**src/rtl/cp0_exc_ctrl.sv**
```systemverilog
// cp0_exc_ctrl: Coprocessor-0 exception/interrupt controller for the
// five-stage MIPS32 pipeline. Chooses at most one trap per cycle, holds
// SR/Cause/EPC/PRId, sequences handler entry and eret return, and drives
// the pipeline flush/redirect.
// Optional feature macro: CP0_BD_EN (branch-delay-slot aware EPC and Cause.BD).
module cp0_exc_ctrl #(
  parameter logic [31:0] HANDLER_ADDR = 32'h0000_4180,
  parameter logic [31:0] PRID_VAL     = 32'h4D49_5053
) (
  input  logic        clk,
  input  logic        reset,
  input  logic [31:0] pc_m,
  input  logic        bd_m,
  input  logic [4:0]  exc_code_m,
  input  logic        eret_m,
  input  logic [5:0]  hwint,
  input  logic        cp0_we,
  input  logic [4:0]  cp0_addr,
  input  logic [31:0] cp0_wdata,
  output logic [31:0] cp0_rdata,
  output logic        flush,
  output logic        redirect,
  output logic [31:0] redirect_pc,
  output logic [31:0] epc_out
);

  typedef enum logic [1:0] {
    ST_RUN,
    ST_HANDLER,
    ST_RETURN
  } state_t;

  state_t      r_state;
  logic [5:0]  r_im;
  logic        r_ie;
  logic [5:0]  r_ip;
  logic [4:0]  r_exccode;
  logic        r_bd;
  logic [31:0] r_epc;

  logic        w_exl;
  logic        w_intPend;
  logic        w_takeInt;
  logic        w_takeExc;
  logic        w_trap;
  logic        w_eret;
  logic [31:0] w_epcCapture;
  logic        w_bdCapture;
  logic        w_unused;

  // EXL is simply "we are inside the handler"; the RETURN cycle reports EXL=0
  // but still refuses to take a trap so the returning instruction can issue.
  always_comb begin
    w_exl     = (r_state == ST_HANDLER);
    w_intPend = r_ie & ~w_exl & (|(hwint & r_im));
    w_takeInt = (r_state == ST_RUN) & w_intPend;
    w_takeExc = ((r_state == ST_RUN) & ~w_intPend & (exc_code_m != 5'd0)) |
                ((r_state == ST_HANDLER) & (exc_code_m != 5'd0));
    w_trap    = w_takeInt | w_takeExc;
    w_eret    = eret_m & ~w_trap;
  end

`ifdef CP0_BD_EN
  // A trapped delay-slot instruction restarts at its branch, one word back.
  always_comb begin
    w_bdCapture  = bd_m;
    w_epcCapture = bd_m ? (pc_m - 32'd4) : pc_m;
    w_unused     = &{1'b0, cp0_wdata[31:16], cp0_wdata[9:2]};
  end
`else
  // Without delay-slot tracking the faulting PC is always the restart point.
  always_comb begin
    w_bdCapture  = 1'b0;
    w_epcCapture = pc_m;
    w_unused     = &{1'b0, bd_m, cp0_wdata[31:16], cp0_wdata[9:2]};
  end
`endif

  // Pipeline control is combinational so the trap redirects in the same cycle;
  // reset forces it quiet even if the M stage still shows a trapping instruction.
  always_comb begin
    flush       = 1'b0;
    redirect    = 1'b0;
    redirect_pc = 32'd0;
    if (!reset) begin
      if (w_trap) begin
        flush       = 1'b1;
        redirect    = 1'b1;
        redirect_pc = HANDLER_ADDR;
      end else if (w_eret) begin
        flush       = 1'b1;
        redirect    = 1'b1;
        redirect_pc = r_epc;
      end
    end
  end

  // mfc0 read mux; unimplemented register numbers read as zero.
  always_comb begin
    cp0_rdata = 32'd0;
    case (cp0_addr)
      5'd12:   cp0_rdata = {16'd0, r_im, 8'd0, w_exl, r_ie};
      5'd13:   cp0_rdata = {r_bd, 15'd0, r_ip, 3'd0, r_exccode, 2'd0};
      5'd14:   cp0_rdata = r_epc;
      5'd15:   cp0_rdata = PRID_VAL;
      default: cp0_rdata = 32'd0;
    endcase
  end

  assign epc_out = r_epc;

  // Mode sequencing and register updates; a trap always beats eret and mtc0,
  // and a nested exception inside the handler keeps the original EPC/BD.
  always_ff @(posedge clk or posedge reset) begin
    if (reset) begin
      r_state   <= ST_RUN;
      r_im      <= 6'd0;
      r_ie      <= 1'b0;
      r_ip      <= 6'd0;
      r_exccode <= 5'd0;
      r_bd      <= 1'b0;
      r_epc     <= 32'd0;
    end else begin
      r_ip <= hwint;
      if (w_trap) begin
        r_exccode <= w_takeInt ? 5'd0 : exc_code_m;
        if (r_state != ST_HANDLER) begin
          r_epc <= {w_epcCapture[31:2], 2'b00};
          r_bd  <= w_bdCapture;
        end
        r_state <= ST_HANDLER;
      end else begin
        if (r_state == ST_RETURN) begin
          r_state <= ST_RUN;
        end
        if (w_eret) begin
          r_state <= (r_state == ST_HANDLER) ? ST_RETURN : ST_RUN;
        end
        if (cp0_we) begin
          case (cp0_addr)
            5'd12: begin
              r_im    <= cp0_wdata[15:10];
              r_ie    <= cp0_wdata[0];
              r_state <= cp0_wdata[1] ? ST_HANDLER : ST_RUN;
            end
            5'd14:   r_epc <= {cp0_wdata[31:2], 2'b00};
            default: ;
          endcase
        end
      end
    end
  end

endmodule
```
**config.mk**
```make
export PLATFORM = sky130hd
export DESIGN_NAME = cp0_exc_ctrl
export DESIGN_NICKNAME = d
export VERILOG_FILES = /design/src/rtl/cp0_exc_ctrl.sv
export SDC_FILE = /design/constraint.sdc
export NUM_CORES = 1
export LEC_CHECK = 0
export CAP_MARGIN = 20
export CORE_ASPECT_RATIO = 1.5
export CORE_MARGIN = 2
export CORE_UTILIZATION = 40
export CTS_CLUSTER_DIAMETER = 120
export CTS_CLUSTER_SIZE = 16
export DETAILED_ROUTE_END_ITERATION = 8
export GPL_ROUTABILITY_DRIVEN = 0
export PLACE_DENSITY = 0.93
export SLEW_MARGIN = 20
export SYNTH_ARGS = -nofsm -noshare
export SYNTH_HDL_FRONTEND = slang
export SYNTH_SLANG_ARGS = --single-unit
```
**constraint.sdc**
```tcl
create_clock -name clk -period 3.8 [get_ports clk]
set_input_delay 0.76 -clock clk [delete_from_list [all_inputs] [get_ports clk]]
set_output_delay 0.76 -clock clk [all_outputs]
set_load 0.01 [all_outputs]
```
Word level (Yosys, flattened, before mapping)
Index checks and enable logic that the tools add are counted.
Cells by class
  order comparisons: 0
  multiplexer cells: 19
  reductions and logical operators: 7
  shifts and indexed selects: 0
  $add $sub $neg: 0
  bitwise gates (word level): 13
  equal/unequal tests: 8
  multiply operators: 0
  divide/modulo/power cells: 0
Operators by type and width (number)
  $mux W32: 7
  $pmux W32 S4: 1
  $eq A5 B4 Y1 const B: 4
  $mux W2: 6
  $and A1 B1 Y1: 7
  $and A6 B6 Y6: 1
  $reduce_and A3 Y1: 2
  $reduce_or A6 Y1: 1
  $mux W5: 1
  $reduce_bool A5 Y1: 1
  $mux W1: 4
  $ne A2 B1 Y1 const B: 2
  $reduce_bool A2 Y1: 2
  $not A1 Y1: 3
  $eq A2 B1 Y1 const B: 1
  $eq A2 B2 Y1 const B: 1
  $logic_not A2 Y1: 1
  $or A1 B1 Y1: 2
Storage, ports and cells
  register bits after elaboration: 52
  bits in read-only memories: 0
  output and inout port bits: 98
  logic and storage cells: 53
  bits in latches: 0
  input port bits: 85
  memories: 0
  RAM bits: 0

Depth between registers and ports, before layout
Gate-level depths: netlist of run 1.
  depth in word-level cells: 15
  gate-level depth with buffers: 6
  mapped depth without buffers: 4

Least setup slack after synthesis of run 1
OpenSTA, ideal clock, no wires.
  kind: input -> output
  start point: input hwint[0]
  end point: output redirect_pc[10]
  stages: 6
  data required time: 3.040 ns
  arrival: 2.265 ns
  buffers on the path: 2
  setup slack: 0.775 ns
  path through: a22o_1 o311a_1 buf_4 nor4b_4 clkbuf_1 and2_1
Between the ends
  longest elaborated chain between the ends: 13
  elaborated cells on any way between the ends: 14
  classes of those cells: mux (3); bitwise (10); reduce/logical (1)
Ends and longest elaborated chain
  start, declared: RTL line 16  | input logic [5:0] hwint,
  $and A6 B6 Y6 (*): RTL line 55  | w_intPend = r_ie & ~w_exl & (|(hwint & r_im));
  $reduce_or A6 Y1 (*): RTL line 55
  $and A1 B1 Y1 (*): RTL line 55
  $not A1 Y1: RTL line 57  | w_takeExc = ((r_state == ST_RUN) & ~w_intPend & (exc_code_m != 5'd0)) |
  $and A1 B1 Y1 (2 in a row): RTL line 57
  $or A1 B1 Y1: RTL line 57
  $or A1 B1 Y1 (*): RTL line 59  | w_trap = w_takeInt | w_takeExc;
  $not A1 Y1 (no line)
  $and A1 B1 Y1: RTL line 60  | w_eret = eret_m & ~w_trap;
  $mux W32: RTL line 90  | end else if (w_eret) begin
  $mux W32 (*): RTL line 86  | if (w_trap) begin
  $mux W32 (*): RTL line 85  | if (!reset) begin
  end, declared: RTL line 23  | output logic [31:0] redirect_pc,
Mark *: on every way between the ends. The rest lies on a longest branch, timed or not.

Worst setup path after layout of run 1
  start point: input exc_code_m[0]
  end point: output redirect_pc[9]
Between the ends
  longest elaborated chain between the ends: 9
  elaborated cells on any way between the ends: 10
  classes of those cells: mux (3); bitwise (6); reduce/logical (1)
Ends and longest elaborated chain
  start, declared: RTL line 14  | input logic [4:0] exc_code_m,
  $reduce_bool A5 Y1 (*): RTL line 57, 58
  $and A1 B1 Y1 (on tied branches): RTL line 57, 58
  $or A1 B1 Y1 (*): RTL line 57
  $or A1 B1 Y1 (*): RTL line 59
  $not A1 Y1 (no line)
  $and A1 B1 Y1: RTL line 60
  $mux W32: RTL line 90
  $mux W32 (*): RTL line 86
  $mux W32 (*): RTL line 85
Marked as above.

==> results of run 1 <==
power groups by stage:
stage	logic (mW)	registers, mW	clock network (mW)
2_1_floorplan	0.286	0.785	0
3_3_place_gp	0.681	0.779	0
3_5_place_dp	0.704	0.785	0
4_1_cts	0.706	0.777	0.513
5_1_grt	0.748	0.792	0.535
6_report	0.702	0.777	0.509
placed cells by master (no fill, tap or decap), types with 4 or more instances in the layout:
cell type        instances
a21oi_1                 41
clkbuf_16                5
and2_1                  27
nor2_1                  36
buf_4                   19
and3_1                  12
conb_1                   4
dfrtp_1                 50
inv_1                   63
mux2_2                   9
nand2_1                 11
a221oi_2                27
mux2i_1                 10
clkdlybuf4s50_1        148
dlygate4sd2_1           25
layer usage:
layer	vias up	track usage (%)	part of all wire, %
li1	1521	-	-
met1	1608	27.7	35
met2	154	46.3	55
met3	37	4.27	6.0
met4	0	11.5	4.2
met5	-	0	0
synthesized netlist by cell type (all sizes together):
| master | instances | area share [%] |
|---|---|---|
| xor2 | 1 | 0.27 |
| nor2 | 37 | 4.3 |
| nor3 | 3 | 0.97 |
| nand2b | 1 | 0.19 |
| o311ai | 1 | 0.27 |
| or4 | 1 | 0.23 |
| a221oi | 30 | 15 |
| o211a | 1 | 0.54 |
| o21a | 1 | 0.23 |
| o21ai | 2 | 0.31 |
| mux2 | 9 | 3.1 |
| mux2i | 10 | 3.1 |
| and2 | 27 | 5.2 |
| nor2b | 2 | 0.39 |
| and4 | 1 | 0.27 |
| o22ai | 2 | 0.39 |
| conb | 1 | 0.12 |
| a22o | 3 | 0.82 |
| nand3b | 1 | 0.23 |
| nand2 | 11 | 1.3 |
| and3 | 12 | 2.3 |
| buf | 13 | 3.5 |
| and4b | 1 | 0.31 |
| nand3 | 1 | 0.16 |
| clkbuf | 15 | 1.7 |
| o211ai | 1 | 0.23 |
| dfrtp | 50 | 39 |
| a22oi | 3 | 0.70 |
| a21oi | 41 | 6.4 |
| o311a | 1 | 0.31 |
| nor4b | 1 | 0.74 |
| inv | 64 | 7.5 |
registers in the layout (all words and copies together), names as in the netlist:
name,cells
r_ip,6
r_ie,1
r_state,2
epc_out,30
r_exccode,5
r_im,6
final cells by class:
class                      count  area, um^2  area share [%]
timing repair buffer         196        1890            35.8
inverter                      64         241            4.57
clock buffer                   6         139            2.63
multi-input combinational    209        1600            30.3
clock inverter                 1        30.0           0.568
tap                          105         131            2.48
sequential                    50        1250            23.7
final timing paths:
path                                            end                startpoint  slack [ps]  cells past startpoint
hold / removal             r_exccode[4]$_DFFE_PP0N_  r_exccode[4]$_DFFE_PP0N_         530                      2
hold reg to reg            r_exccode[4]$_DFFE_PP0N_  r_exccode[4]$_DFFE_PP0N_         530                      2
setup / recovery                     redirect_pc[9]             exc_code_m[0]          50                      9
setup reg to reg                r_im[5]$_DFFE_PP0P_       r_im[0]$_DFFE_PP0P_        1610                      5
max in group asynchronous  r_exccode[0]$_DFFE_PP0N_                     reset        2110                      2
min in group asynchronous    epc_out[2]$_DFFE_PP0P_                     reset        1160                      2
what timing repair did:
item / in CTS / in global routing
gates cloned: 1 / 0
setup buffers: 1 / 1
resized for setup: 31 / 3
endpoints found under the setup margin: 30 / 4
worst max-delay path: stages:
cell	delay, ps
clkdlybuf4s50_1	430
or4_4	560
o21a_1	220
nor4b_4	210
buf_4	160
buf_4	120
buf_6	130
and2_1	120
dlygate4sd2_1	300
cell families (layout without fill, tap and decap cells):
group                  after synthesis  count (layout)
AO/OA/AOI/OAI                       86              86
XOR/XNOR                             1               1
buffers and inverters               92             267
flip-flops                          50              50
multiplexers                        19              19
other                                1               4
AND/OR/NAND/NOR                     99              99
==> impl_metrics.json, run 1 <==
{
  "finalHoldViolations": 0,
  "setup_slack_ps": 45.5,
  "p_int_mw": 1.39,
  "ys_seq_area_share_pct": 38.8,
  "drive_above_1_share_pct": 14.3,
  "cts_buffers": 5,
  "cts_hold_buffers": 0,
  "nFillCells": 665,
  "synth-simple-area-share_pct": 16.7,
  "synth_area_per_cell_um2": 9.26,
  "drt-total-wl_mm": 11.3,
  "placed_area_um2": 5110,
  "cts_root_buf": "clkbuf_16",
  "p_seq_share_pct": 39.1,
  "synth_xor_area_share_pct": 0.272,
  "fin_crit_ps": 3750,
  "ios": 183,
  "stdcell_count": 631,
  "cts_htree_levels": 2,
  "fin_setup_tns_ps": 0,
  "grt_pass1_vias": 3370,
  "cts.sinks": 50,
  "worstSetupPathType": "in2out",
  "fin_util_pct": 66.9,
  "drv_cap": 0,
  "dieArea_um2": 8810,
  "first_pass_iters": 5,
  "port_buffers": 175,
  "drt_iter0_drc": 189,
  "synth_cell_types": 36,
  "antenna_found_initial": 0,
  "status": "finished, final reports clean",
  "grt_max_degree": 51,
  "cts_tree": "built",
  "clk_pin_slew_ps": 60,
  "switchingPower_mw": 0.595,
  "relSlewSlack_pct": 41.0,
  "wl_per_cell_um": 17.9,
  "grt_use_total_pct": 25.0,
  "sw_frac_of_total_pct": 29.9,
  "ys_seq_elements": 50,
  "synthToLayoutAreaGrowth_pct": 64.1,
  "finalSetupViolCount": 0,
  "synth_top_family_by_area": "compound AO/OA/AOI/OAI gates",
  "grt_pass1_wl_mm": 17.3,
  "num_vias": 3320,
  "dieHeight_um": 114,
  "dp_hpwl_mm": 8.58,
  "crit_path_start_kind": "primary input",
  "start_util_pct": 40.8,
  "diodes": 0,
  "worst_ep_required_time_ps": 3040,
  "synth-compound-area-share_pct": 25.2,
  "placedCellCount": 621,
  "synth_cells": 348,
  "die_x_um": 77.3,
  "clkLatencyLatePin_ps": 280,
  "ys.warnings.count": 0,
  "nets": 611,
  "postRouteAntennaNets": 0,
  "ctsLongestPathBuffers": 2,
  "p_total_mw": 1.99,
  "fp-row-count": 40,
  "leakage_nw": 2.59,
  "period_share_pct": 98.8,
  "tightestPinTransition_ps": 885,
  "end_kind": "output port",
  "synthMuxAreaShare_pct": 6.25,
  "combPwrFrac_pct": 35.3,
  "ir_worst_vdd_mv": 0.265,
  "coreArea_um2": 7910,
  "fin_skew_ps": 3.52,
  "critPathArrivalTime_ps": 2990,
  "synth_area_um2": 3220,
  "final_area_um2": 5290,
  "overflow": 0,
  "fmax_mhz": 266,
  "min-delay-path-class": "reg2reg",
  "rsz0062_at_grt": "false",
  "slew_violations": 0,
  "power.clock.fraction_pct": 25.6,
  "viasPerCell": 5.26,
  "critPathMaxFanout": 6,
  "place_ws_ps": -183,
  "drc_errors": 0,
  "synth_fa_ha_area_share_pct": 0,
  "power_density_nw_per_um2": 376,
  "holdWs_ps": 530
}
No activity file was read; power rests on OpenSTA's default activity.
==> run 2, diff against run 1 <==
==> constraint.sdc (replaced) <==
create_clock -name clk -period 3.8 [get_ports clk]
set_input_delay 1.14 -clock clk [delete_from_list [all_inputs] [get_ports clk]]
set_output_delay 1.14 -clock clk [all_outputs]
set_load 0.01 [all_outputs]
==> run 2 against run 1 <==
Against the previous run: the run now ends with setup timing left; combinational power increased by 2%; die area unchanged; hold slack improved by 2.7 ps; final area up 4.9%; sequential power is 0.6% higher; sequential share of layout area is 1.1 points lower; core utilization up 3.3 points; worst setup slack got worse by 260 ps; clock-buffer cell count grew 1; cell count grew 3.8%; critical path type unchanged; largest cell class unchanged.
==> impl_metrics.json, run 2 (synthesis results as in run 1) <==
{
  "cts.sinks": 50,
  "cts_buffers": 5,
  "switchingPower_mw": 0.624,
  "combPwrFrac_pct": 35.8,
  "power_density_nw_per_um2": 362,
  "crit_path_start_kind": "primary input",
  "power.clock.fraction_pct": 25.3,
  "leakage_nw": 2.91,
  "ios": 183,
  "drive_above_1_share_pct": 29.6,
  "antenna_found_initial": 1,
  "fmax_mhz": 249,
  "period_share_pct": 106,
  "violations": "setup timing",
  "coreArea_um2": 7910,
  "reg2reg_depth": 7,
  "grt_pass1_vias": 3692,
  "cts_tree": "built",
  "ctsLongestPathBuffers": 2,
  "dieArea_um2": 8810,
  "fin_crit_ps": 4010,
  "slew_violations": 0,
  "grt_pass1_wl_mm": 19.0,
  "hold_end": "r_exccode[3]$_DFFE_PP0N_",
  "first_pass_iters": 4,
  "hold_start": "r_exccode[3]$_DFFE_PP0N_",
  "rsz0062_at_grt": "true",
  "r2r-end": "r_im[2]$_DFFE_PP0P_",
  "holdWs_ps": 533,
  "critPathMaxFanout": 6,
  "status": "complete, but fails checks",
  "finalSetupViolCount": 27,
  "wl_per_cell_um": 18.9,
  "worst_ep_required_time_ps": 2660,
  "start_util_pct": 40.8,
  "dieHeight_um": 114,
  "placedCellCount": 634,
  "critPathArrivalTime_ps": 2870,
  "cts_htree_levels": 2,
  "final_common_cell": "clkdlybuf4s50_1",
  "grt_use_total_pct": 27.7,
  "cts_root_buf": "clkbuf_16",
  "largest_reg_flops": 30,
  "drc_errors": 0,
  "overflow": 0,
  "dp_hpwl_mm": 8.88,
  "clk_pin_slew_ps": 70,
  "num_vias": 3484,
  "diodes": 0,
  "die_x_um": 77.3,
  "drt_iter0_drc": 221,
  "clkLatencyLatePin_ps": 290,
  "p_seq_share_pct": 38.9,
  "fp-row-count": 40,
  "postRouteAntennaNets": 0,
  "worstSetupPathType": "in2out",
  "viasPerCell": 5.32,
  "ir_worst_vdd_mv": 0.241,
  "drt-total-wl_mm": 12.4,
  "finalHoldViolations": 0,
  "p_int_mw": 1.39,
  "cts_hold_buffers": 0,
  "nets": 634,
  "final_cell_mix": "clkdlybuf4s50_1 (99), inv_1 (62), dfrtp_1 (50), a21oi_1 (41), nor2_1 (36)",
  "relSlewSlack_pct": 59.3,
  "end_kind": "output port",
  "crit-reg2reg-launch": "r_im[2]$_DFFE_PP0P_",
  "setup_slack_ps": -214,
  "min_path_cells": 2,
  "sw_frac_of_total_pct": 31.0,
  "grt_max_degree": 31,
  "fin_setup_tns_ps": -4340,
  "r2r_setup_slack_ps": 1400,
  "fin_skew_ps": 4.55,
  "tightestPinTransition_ps": 610,
  "port_buffers": 175,
  "synthToLayoutAreaGrowth_pct": 72.2,
  "min-delay-path-class": "reg2reg",
  "stdcell_count": 655,
  "drv_cap": 0
}
==> run 2: cell count changes in the layout (fill, tap and decap cells not counted), sizes merged <==
cell and delta:
buf +53, clkdlybuf4s50 -49, clkbuf +10, clkdlybuf4s15 +8, dlymetal6s2s +7, dlygate4sd2 -5, clkinv -1, inv +1
==> run 2: timing repair <==
item | CTS | global route
setup buffers | 10 | 2
gates cloned | 2 | 0
resized for setup | 217 | 43
pin swaps | 10 | 9
setup endpoints to repair | 64 | 40
==> run 2: worst max-delay path, stage by stage <==
cell and delay (ps):
buf_6 90, or4_4 560, o21a_4 230, nor4b_4 210, buf_4 160, buf_6 110, buf_8 120, and2_4 160
buf_6 100
==> run 2: through the flow <==
stage	power, mW	instance area (um^2)	utilization, %	setup slack, ps
after floorplan	1.07	3230	-	15.4
after global placement	1.47	5220	66.0	-879
after detailed placement	1.50	5220	66.0	-924
after CTS	2.01	5500	69.5	-243
after global routing	2.10	5550	70.2	-254
final	2.01	5550	70.2	-214
==> run 2: power by group through the flow <==
stage	Sequential [mW]	Combinational, mW	Clock, mW
floorplan	0.785	0.286	0
global placement	0.780	0.691	0
detailed placement	0.784	0.716	0
CTS	0.780	0.718	0.510
global route	0.799	0.772	0.530
finish	0.782	0.719	0.509
==> run 2: area by class of cell <==
| class | instances | area (um^2) |
|---|---|---|
| Multi-Input combinational cell | 209 | 1690 |
| Inverter | 64 | 240 |
| Fill cell | 618 | 2360 |
| Tap cell | 105 | 131 |
| Clock buffer | 7 | 133 |
| Sequential cell | 50 | 1250 |
| Clock inverter | 1 | 30.0 |
| Timing Repair Buffer | 219 | 2070 |
==> run 2: layer usage <==
metal  global-route usage [%]  part of all wire [%]
met1                     29.8                    36
met4                     13.6                   3.9
met2                     51.1                    55
met3                     5.78                   5.5
met5                        0                 0.089
==> run 2: worst max path at each step <==
stage,start,to,slack [ps],cells after the start
2_1_floorplan,hwint[0],redirect_pc[10],20,6
3_3_place_gp,exc_code_m[0],redirect_pc[9],-880,7
3_5_place_dp,exc_code_m[0],redirect_pc[25],-920,7
4_1_cts,exc_code_m[3],redirect_pc[9],-240,9
5_1_grt,exc_code_m[1],redirect_pc[9],-250,9
6_report,exc_code_m[1],redirect_pc[9],-210,9
